==> config.mk <==
export PLATFORM = sky130hd
export DESIGN_NAME = bram_porta_master
export DESIGN_NICKNAME = d
export VERILOG_FILES = /design/src/rtl/bram_master_pkg.sv /design/src/rtl/bram_rsp_fifo.sv /design/src/rtl/bram_porta_master.sv
export SDC_FILE = /design/constraint.sdc
export NUM_CORES = 1
export LEC_CHECK = 0
export BUFFER_PORTS_ARGS = -buffer_cell sky130_fd_sc_hd__buf_2
export CORE_ASPECT_RATIO = 1.25
export CORE_MARGIN = 2
export CORE_UTILIZATION = 27
export CTS_CLUSTER_SIZE = 20
export DETAILED_ROUTE_END_ITERATION = 12
export PLACE_DENSITY = 0.54
export SLEW_MARGIN = 40
export SYNTH_ARGS = -nofsm -noshare
export SYNTH_HDL_FRONTEND = slang
export SYNTH_HIERARCHICAL = 1
export SYNTH_SLANG_ARGS = --single-unit
export TNS_END_PERCENT = 1
==> constraint.sdc <==
create_clock -name clka -period 3.2 [get_ports clka]
set_input_delay 0.48 -clock clka [delete_from_list [all_inputs] [get_ports clka]]
set_output_delay 0.48 -clock clka [all_outputs]
set_load 0.02 [all_outputs]
==> src/rtl/bram_master_pkg.sv <==
// Shared definitions for the BRAM port-A master.
//  - state_e   : controller states (zero-fill, then normal traffic)
//  - be_width  : byte-enable width for a given data width
//  - cnt_width : width of a counter able to hold 0..depth inclusive
package bram_master_pkg;

    typedef enum logic [0:0] {
        ST_CLEAR = 1'b0,
        ST_RUN   = 1'b1
    } state_e;

    function automatic int unsigned be_width(input int unsigned data_w);
        return data_w / 8;
    endfunction

    function automatic int unsigned cnt_width(input int unsigned depth);
        return $clog2(depth) + 1;
    endfunction

endpackage

==> src/rtl/bram_rsp_fifo.sv <==
// Response FIFO for bram_porta_master.
//  First-word-fall-through: the head entry is visible on rdata_o whenever
//  valid_o is high and stays stable until it is popped.
// Ports:
//  clk_i        clock
//  rst_i        synchronous active-high reset (empties the FIFO)
//  push_i       write push_data_i (ignored when full)
//  push_data_i  data to enqueue
//  pop_i        remove the head entry (ignored when empty)
//  valid_o      FIFO not empty
//  rdata_o      head entry, zero when empty
//  count_o      number of stored entries
module bram_rsp_fifo
    import bram_master_pkg::*;
#(
    parameter int unsigned WIDTH = 32,
    parameter int unsigned DEPTH = 4,
    parameter int unsigned CNT_W = cnt_width(4)
) (
    input  logic             clk_i,
    input  logic             rst_i,
    input  logic             push_i,
    input  logic [WIDTH-1:0] push_data_i,
    input  logic             pop_i,
    output logic             valid_o,
    output logic [WIDTH-1:0] rdata_o,
    output logic [CNT_W-1:0] count_o
);

    localparam int unsigned PTR_W = $clog2(DEPTH);

    logic [PTR_W-1:0] wr_ptr_q, wr_ptr_d;
    logic [PTR_W-1:0] rd_ptr_q, rd_ptr_d;
    logic [CNT_W-1:0] count_q, count_d;
    logic [WIDTH-1:0] mem_q [DEPTH];
    logic             push_ok_s;
    logic             pop_ok_s;

    assign push_ok_s = push_i && (count_q != CNT_W'(DEPTH));
    assign pop_ok_s  = pop_i && (count_q != {CNT_W{1'b0}});

    // Pointer and occupancy next-state; DEPTH is a power of two so pointers wrap naturally.
    always_comb begin
        wr_ptr_d = wr_ptr_q;
        rd_ptr_d = rd_ptr_q;
        count_d  = count_q;
        if (push_ok_s) begin
            wr_ptr_d = wr_ptr_q + PTR_W'(1);
        end else begin
            wr_ptr_d = wr_ptr_q;
        end
        if (pop_ok_s) begin
            rd_ptr_d = rd_ptr_q + PTR_W'(1);
        end else begin
            rd_ptr_d = rd_ptr_q;
        end
        case ({push_ok_s, pop_ok_s})
            2'b10:   count_d = count_q + CNT_W'(1);
            2'b01:   count_d = count_q - CNT_W'(1);
            default: count_d = count_q;
        endcase
    end

    // Pointer and occupancy registers.
    always_ff @(posedge clk_i) begin
        if (rst_i) begin
            wr_ptr_q <= {PTR_W{1'b0}};
            rd_ptr_q <= {PTR_W{1'b0}};
            count_q  <= {CNT_W{1'b0}};
        end else begin
            wr_ptr_q <= wr_ptr_d;
            rd_ptr_q <= rd_ptr_d;
            count_q  <= count_d;
        end
    end

    // Storage array; contents need no reset because count_q gates visibility.
    always_ff @(posedge clk_i) begin
        if (push_ok_s) begin
            mem_q[wr_ptr_q] <= push_data_i;
        end
    end

    // Head-of-queue outputs, forced to zero when nothing is stored.
    always_comb begin
        valid_o = (count_q != {CNT_W{1'b0}});
        count_o = count_q;
        if (valid_o) begin
            rdata_o = mem_q[rd_ptr_q];
        end else begin
            rdata_o = {WIDTH{1'b0}};
        end
    end

endmodule

==> src/rtl/bram_porta_master.sv <==
// Initiator for the port-A native interface of a block RAM.
//  Turns a valid/ready request stream (byte-masked writes and reads) into
//  BRAM port cycles, tracks the BRAM read latency with a tag pipe and returns
//  read data in order through a response FIFO. Optionally zero-fills the whole
//  memory after reset before accepting traffic.
// Ports:
//  clka, rsta            clock, synchronous active-high reset
//  req_valid/req_ready   request handshake; req_we, req_be, req_addr, req_wdata payload
//  rsp_valid/rsp_ready   response handshake; rsp_rdata read data
//  busy                  high while the zero-fill runs
//  ena, wea, addra, dina BRAM port drive (registered)
//  douta                 BRAM read data
module bram_porta_master
    import bram_master_pkg::*;
#(
    parameter int unsigned ADDR_W         = 8,
    parameter int unsigned DATA_W         = 32,
    parameter int unsigned READ_LAT       = 1,
    parameter int unsigned RSP_DEPTH      = 4,
    parameter bit          CLEAR_ON_RESET = 1'b1
) (
    input  logic                  clka,
    input  logic                  rsta,
    input  logic                  req_valid,
    output logic                  req_ready,
    input  logic                  req_we,
    input  logic [DATA_W/8-1:0]   req_be,
    input  logic [ADDR_W-1:0]     req_addr,
    input  logic [DATA_W-1:0]     req_wdata,
    output logic                  rsp_valid,
    input  logic                  rsp_ready,
    output logic [DATA_W-1:0]     rsp_rdata,
    output logic                  busy,
    output logic                  ena,
    output logic [DATA_W/8-1:0]   wea,
    output logic [ADDR_W-1:0]     addra,
    output logic [DATA_W-1:0]     dina,
    input  logic [DATA_W-1:0]     douta
);

    localparam int unsigned BE_W  = be_width(DATA_W);
    localparam int unsigned CNT_W = cnt_width(RSP_DEPTH);
    localparam int unsigned TAG_W = READ_LAT + 1;
    localparam state_e      ST_RESET = CLEAR_ON_RESET ? ST_CLEAR : ST_RUN;

    state_e              state_q, state_d;
    logic [ADDR_W-1:0]   clr_cnt_q, clr_cnt_d;
    logic                ena_q, ena_d;
    logic [BE_W-1:0]     wea_q, wea_d;
    logic [ADDR_W-1:0]   addra_q, addra_d;
    logic [DATA_W-1:0]   dina_q, dina_d;
    logic [TAG_W-1:0]    tag_q, tag_d;
    logic                req_ready_q, req_ready_d;

    logic                accept_s;
    logic                push_s;
    logic                pop_s;
    logic [CNT_W-1:0]    fifo_count_s;
    logic [CNT_W-1:0]    count_nxt_s;
    logic [CNT_W-1:0]    inflight_nxt_s;

    assign accept_s = req_valid && req_ready_q && (state_q == ST_RUN);
    // The oldest tag bit lines up with douta carrying that read's data.
    assign push_s   = tag_q[TAG_W-1];
    assign pop_s    = rsp_valid && rsp_ready;

    // FSM next state, clear counter and BRAM port next values.
    always_comb begin
        state_d   = state_q;
        clr_cnt_d = clr_cnt_q;
        ena_d     = 1'b0;
        wea_d     = {BE_W{1'b0}};
        addra_d   = addra_q;
        dina_d    = dina_q;
        case (state_q)
            ST_CLEAR: begin
                ena_d     = 1'b1;
                wea_d     = {BE_W{1'b1}};
                addra_d   = clr_cnt_q;
                dina_d    = {DATA_W{1'b0}};
                clr_cnt_d = clr_cnt_q + ADDR_W'(1);
                if (clr_cnt_q == {ADDR_W{1'b1}}) begin
                    state_d = ST_RUN;
                end else begin
                    state_d = ST_CLEAR;
                end
            end
            ST_RUN: begin
                state_d = ST_RUN;
                if (accept_s) begin
                    ena_d   = 1'b1;
                    wea_d   = req_we ? req_be : {BE_W{1'b0}};
                    addra_d = req_addr;
                    dina_d  = req_wdata;
                end else begin
                    ena_d = 1'b0;
                    wea_d = {BE_W{1'b0}};
                end
            end
            default: begin
                state_d   = ST_RESET;
                clr_cnt_d = {ADDR_W{1'b0}};
            end
        endcase
    end

    // Read tag pipe and credit look-ahead so req_ready can be a register.
    always_comb begin
        tag_d          = {tag_q[TAG_W-2:0], accept_s && !req_we};
        count_nxt_s    = fifo_count_s + CNT_W'(push_s) - CNT_W'(pop_s);
        inflight_nxt_s = {CNT_W{1'b0}};
        for (int i = 0; i < TAG_W; i++) begin
            inflight_nxt_s = inflight_nxt_s + CNT_W'(tag_d[i]);
        end
        if (state_d == ST_RUN) begin
            req_ready_d = (inflight_nxt_s + count_nxt_s) < CNT_W'(RSP_DEPTH);
        end else begin
            req_ready_d = 1'b0;
        end
    end

    // State, port and credit registers.
    always_ff @(posedge clka) begin
        if (rsta) begin
            state_q     <= ST_RESET;
            clr_cnt_q   <= {ADDR_W{1'b0}};
            ena_q       <= 1'b0;
            wea_q       <= {BE_W{1'b0}};
            addra_q     <= {ADDR_W{1'b0}};
            dina_q      <= {DATA_W{1'b0}};
            tag_q       <= {TAG_W{1'b0}};
            req_ready_q <= 1'b0;
        end else begin
            state_q     <= state_d;
            clr_cnt_q   <= clr_cnt_d;
            ena_q       <= ena_d;
            wea_q       <= wea_d;
            addra_q     <= addra_d;
            dina_q      <= dina_d;
            tag_q       <= tag_d;
            req_ready_q <= req_ready_d;
        end
    end

    bram_rsp_fifo #(
        .WIDTH (DATA_W),
        .DEPTH (RSP_DEPTH),
        .CNT_W (CNT_W)
    ) u_rsp_fifo (
        .clk_i       (clka),
        .rst_i       (rsta),
        .push_i      (push_s),
        .push_data_i (douta),
        .pop_i       (pop_s),
        .valid_o     (rsp_valid),
        .rdata_o     (rsp_rdata),
        .count_o     (fifo_count_s)
    );

    assign req_ready = req_ready_q;
    assign busy      = (state_q == ST_CLEAR);
    assign ena       = ena_q;
    assign wea       = wea_q;
    assign addra     = addra_q;
    assign dina      = dina_q;

endmodule

==> run metrics <==
clock latency on the worst-skew pair=~0.43 ns; Leak=between 0.003 and 0.004 uW; vias in the first global route=4733; fmax=between 300 and 400 MHz; worst hold stages=1; worst path cell trace=buf_12 -> mux4_2 -> nor2b_1 -> buf_2; Max clock buf depth=2; Final Total Pwr=5130 uW; total gr overflow=0; Total Wirelength=about 16000 um; Final period util=between 80% and 90%; top area cells in the synthesized netlist=edfxtp_1, dfxtp_1, mux4_2; clock skew=between 0.007 and 0.008 ns; H-tree Lvls=4; Placer Congestion=between 0.7 and 0.8; Fin. Hold Viols=0; Vias/cell=approximately 4.4; arrival time of the worst setup path=roughly 2.1 ns; post-CTS resize count=0; Final Net Count=~770; CP top delay family=flip-flops; crit-path max FO=24; status=complete, no violations; Finished Core Util=about a third; CP endpoint kind=primary output; Avg WL per Cell=15.6 um; Power Dens Cells=between 500 and 600 nW/um2; peak supply drop=between 0.3 and 0.4 mV; hold buffers post-CTS=0; post-layout minimum cycle time=roughly 2.6 ns; leading area contributor after synthesis=edfxtp_1; setup_tns=0 ns; Primary FF master, synth=edfxtp_1; initial antenna violation count=3; DIE AREA=slightly below 30000 um2; top-count cell post-synth=edfxtp_1; mapped cell area=about 7600 um2; worst reg2reg setup slack=0.86 ns; Buf/Inv on CP=2; Yosys reg bits=194; number of port buffers=160; Synth top area share=50.8%; clock slew seen by the registers of the worst setup and hold paths=about 0.070 ns; via count=approximately 4600; critical path class=flop to primary output; detailed placement HPWL=10600 um; syn nets=between 600 and 700; CP startpoint kind=flop; Cell variety after synth=40; filler cell count in the final layout=between 2000 and 3000; largest net degree at the start of global routing=43; DIE HEIGHT=between 150 and 200 um; max cap viols=0; reg-to-reg startpoint=u_rsp_fifo/count_o[1]; die extent in x=~150 um; worst hold start=douta[17]; Post-Synthesis Cells=518; GR Util All Layers=11.4%; P&R area growth vs syn=24.1%; TritonCTS clock tree=done; max_slew headroom=between 50% and 60%; Pre-antenna DRT Iters=7; EDFF count, synth=roughly 130; reg2reg path depth=10; Seq/Total Area, Yosys=68.3%; Routed Antenna Nets=0; Num CTS Buffers=17; RSZ-0062 raised after global routing=no; share of cells above drive strength 1=35.8%; first-pass GRT wire length=approximately 26000 um; Setup Buffers After CTS=0; final setup vio count=0; Synth top cells by count=edfxtp_1, nand2_1, dfxtp_1; core area=roughly 28000 um2; Clk Tree Root Cell=clkbuf_16; max incr delay on CP=between 0.5 and 0.6 ns; Hold Path Sink=u_rsp_fifo/mem_q[3][17]; Initial Util=between 20% and 30%; Ports=161; row count=68; ys async rst share=0%; Min-Delay Path Class=input pin to flop; CTS Sinks=around 190; synth warn=6; pins over their slew limit=0; Mapped Avg Cell Area=between 10 and 15 um2; DR iter-0 viols=about 180; Crit-path slowest cell=dfxtp_2; Worst R2R End=req_ready; # DRC=0; Worst EP required=around 2.7 ns; Tightest Pin Transition=between 0.6 and 0.7 ns
worst reg2reg max path, cell delays in order (launching register included):
cell and delay (ns):
dfxtp_1 0.38, nor3_4 0.21, inv_1 0.07, and2_1 0.18, ha_1 0.28, inv_1 0.05, fa_1 0.35, ha_1 0.28
a31oi_1 0.19, xnor2_1 0.14, nor3_1 0.07
placed cells by master (no fill, tap or decap), types with 8 or more instances in the layout:
cell and instances:
ha_1 9, clkbuf_16 17, edfxtp_1 128, inv_1 13, nor2_1 21, mux4_2 32
buf_4 11, buf_2 160, dfxtp_1 64, nor2b_1 30, a21oi_1 43, a311oi_1 8
nand2_1 83
through the flow:
| stage | instances | area (um2) | setup slack, ns | hold WS (ns) |
|---|---|---|---|---|
| finish | 1044 | 9390 | 0.575 | 0.266 |
| global route | 1043 | 9390 | 0.390 | 0.237 |
| CTS | 1043 | 9390 | 0.467 | 0.234 |
| detailed placement | 1011 | 8740 | 0.849 | 0.446 |
| global placement | 1011 | 8740 | 0.912 | 0.439 |
| floorplan | 518 | 7570 | 0.503 | 0.439 |
logic make-up after synthesis:
logic type | after synthesis | synth area share [%]
adder cells (fa/ha/maj) | 11 | 2.02
AO/OA/AOI/OAI | 60 | 4.55
multiplexers | 35 | 9.94
XOR/XNOR | 9 | 1.22
AND/OR/NAND/NOR | 166 | 10.9
buffers and inverters | 43 | 3.14
flip-flops | 194 | 68.3
routing by layer:
| layer | global-route usage, % | wire, um | part of all wire [%] | vias up |
|---|---|---|---|---|
| li1 | - | - | - | 2197 |
| met1 | 13.6 | 6790 | 42 | 2230 |
| met2 | 18.8 | 7960 | 49 | 164 |
| met3 | 4.85 | 1410 | 8.7 | 8 |
| met4 | 3.49 | 82 | 0.50 | 4 |
| met5 | 0 | 24 | 0.15 | - |
worst max path at each step:
stage | start | endpoint | slack (ns) | cells after the start
after detailed placement | u_rsp_fifo/count_o[0] | req_ready | 0.85 | 10
after CTS | flop | rsp_rdata[6] | 0.47 | 4
after floorplan | u_rsp_fifo/count_o[1] | req_ready | 0.50 | 11
after global placement | u_rsp_fifo/count_o[0] | req_ready | 0.91 | 10
after global routing | flop | rsp_rdata[30] | 0.39 | 4
final | flop | rsp_rdata[6] | 0.58 | 4
power breakdown:
| part | internal (uW) | switching [uW] | total, uW |
|---|---|---|---|
| Clock | 1410 | 950 | 2350 |
| Combinational | 46.0 | 52.7 | 98.6 |
| Sequential | 2670 | 8.11 | 2680 |
final cells by class:
type                    instances  area [um2]  area share, %
multi-input cells             281        2180           23.2
clock buffers                  19         433           4.61
diodes                          1        2.50         0.0266
repair buffers                172         903           9.62
flip-flops and latches        194        5170           55.0
inverters                      14        52.6          0.559
well taps                     350         438           4.66
clock inverters                13         221           2.36
state kept, by name, indices dropped and copies added, names as in the netlist, named ones only:
| name | cells |
|---|---|
| clr_cnt_q | 8 |
| u_rsp_fifo/count_o | 3 |
| state_q | 1 |
| u_rsp_fifo/wr_ptr_q | 2 |
| tag_q | 2 |
| addra | 8 |
| wea | 4 |
| u_rsp_fifo/rd_ptr_q | 2 |
| req_ready | 1 |
| ena | 1 |
| dina | 32 |
| u_rsp_fifo/mem_q | 128 |
Power figures use the tool's default switching activity.
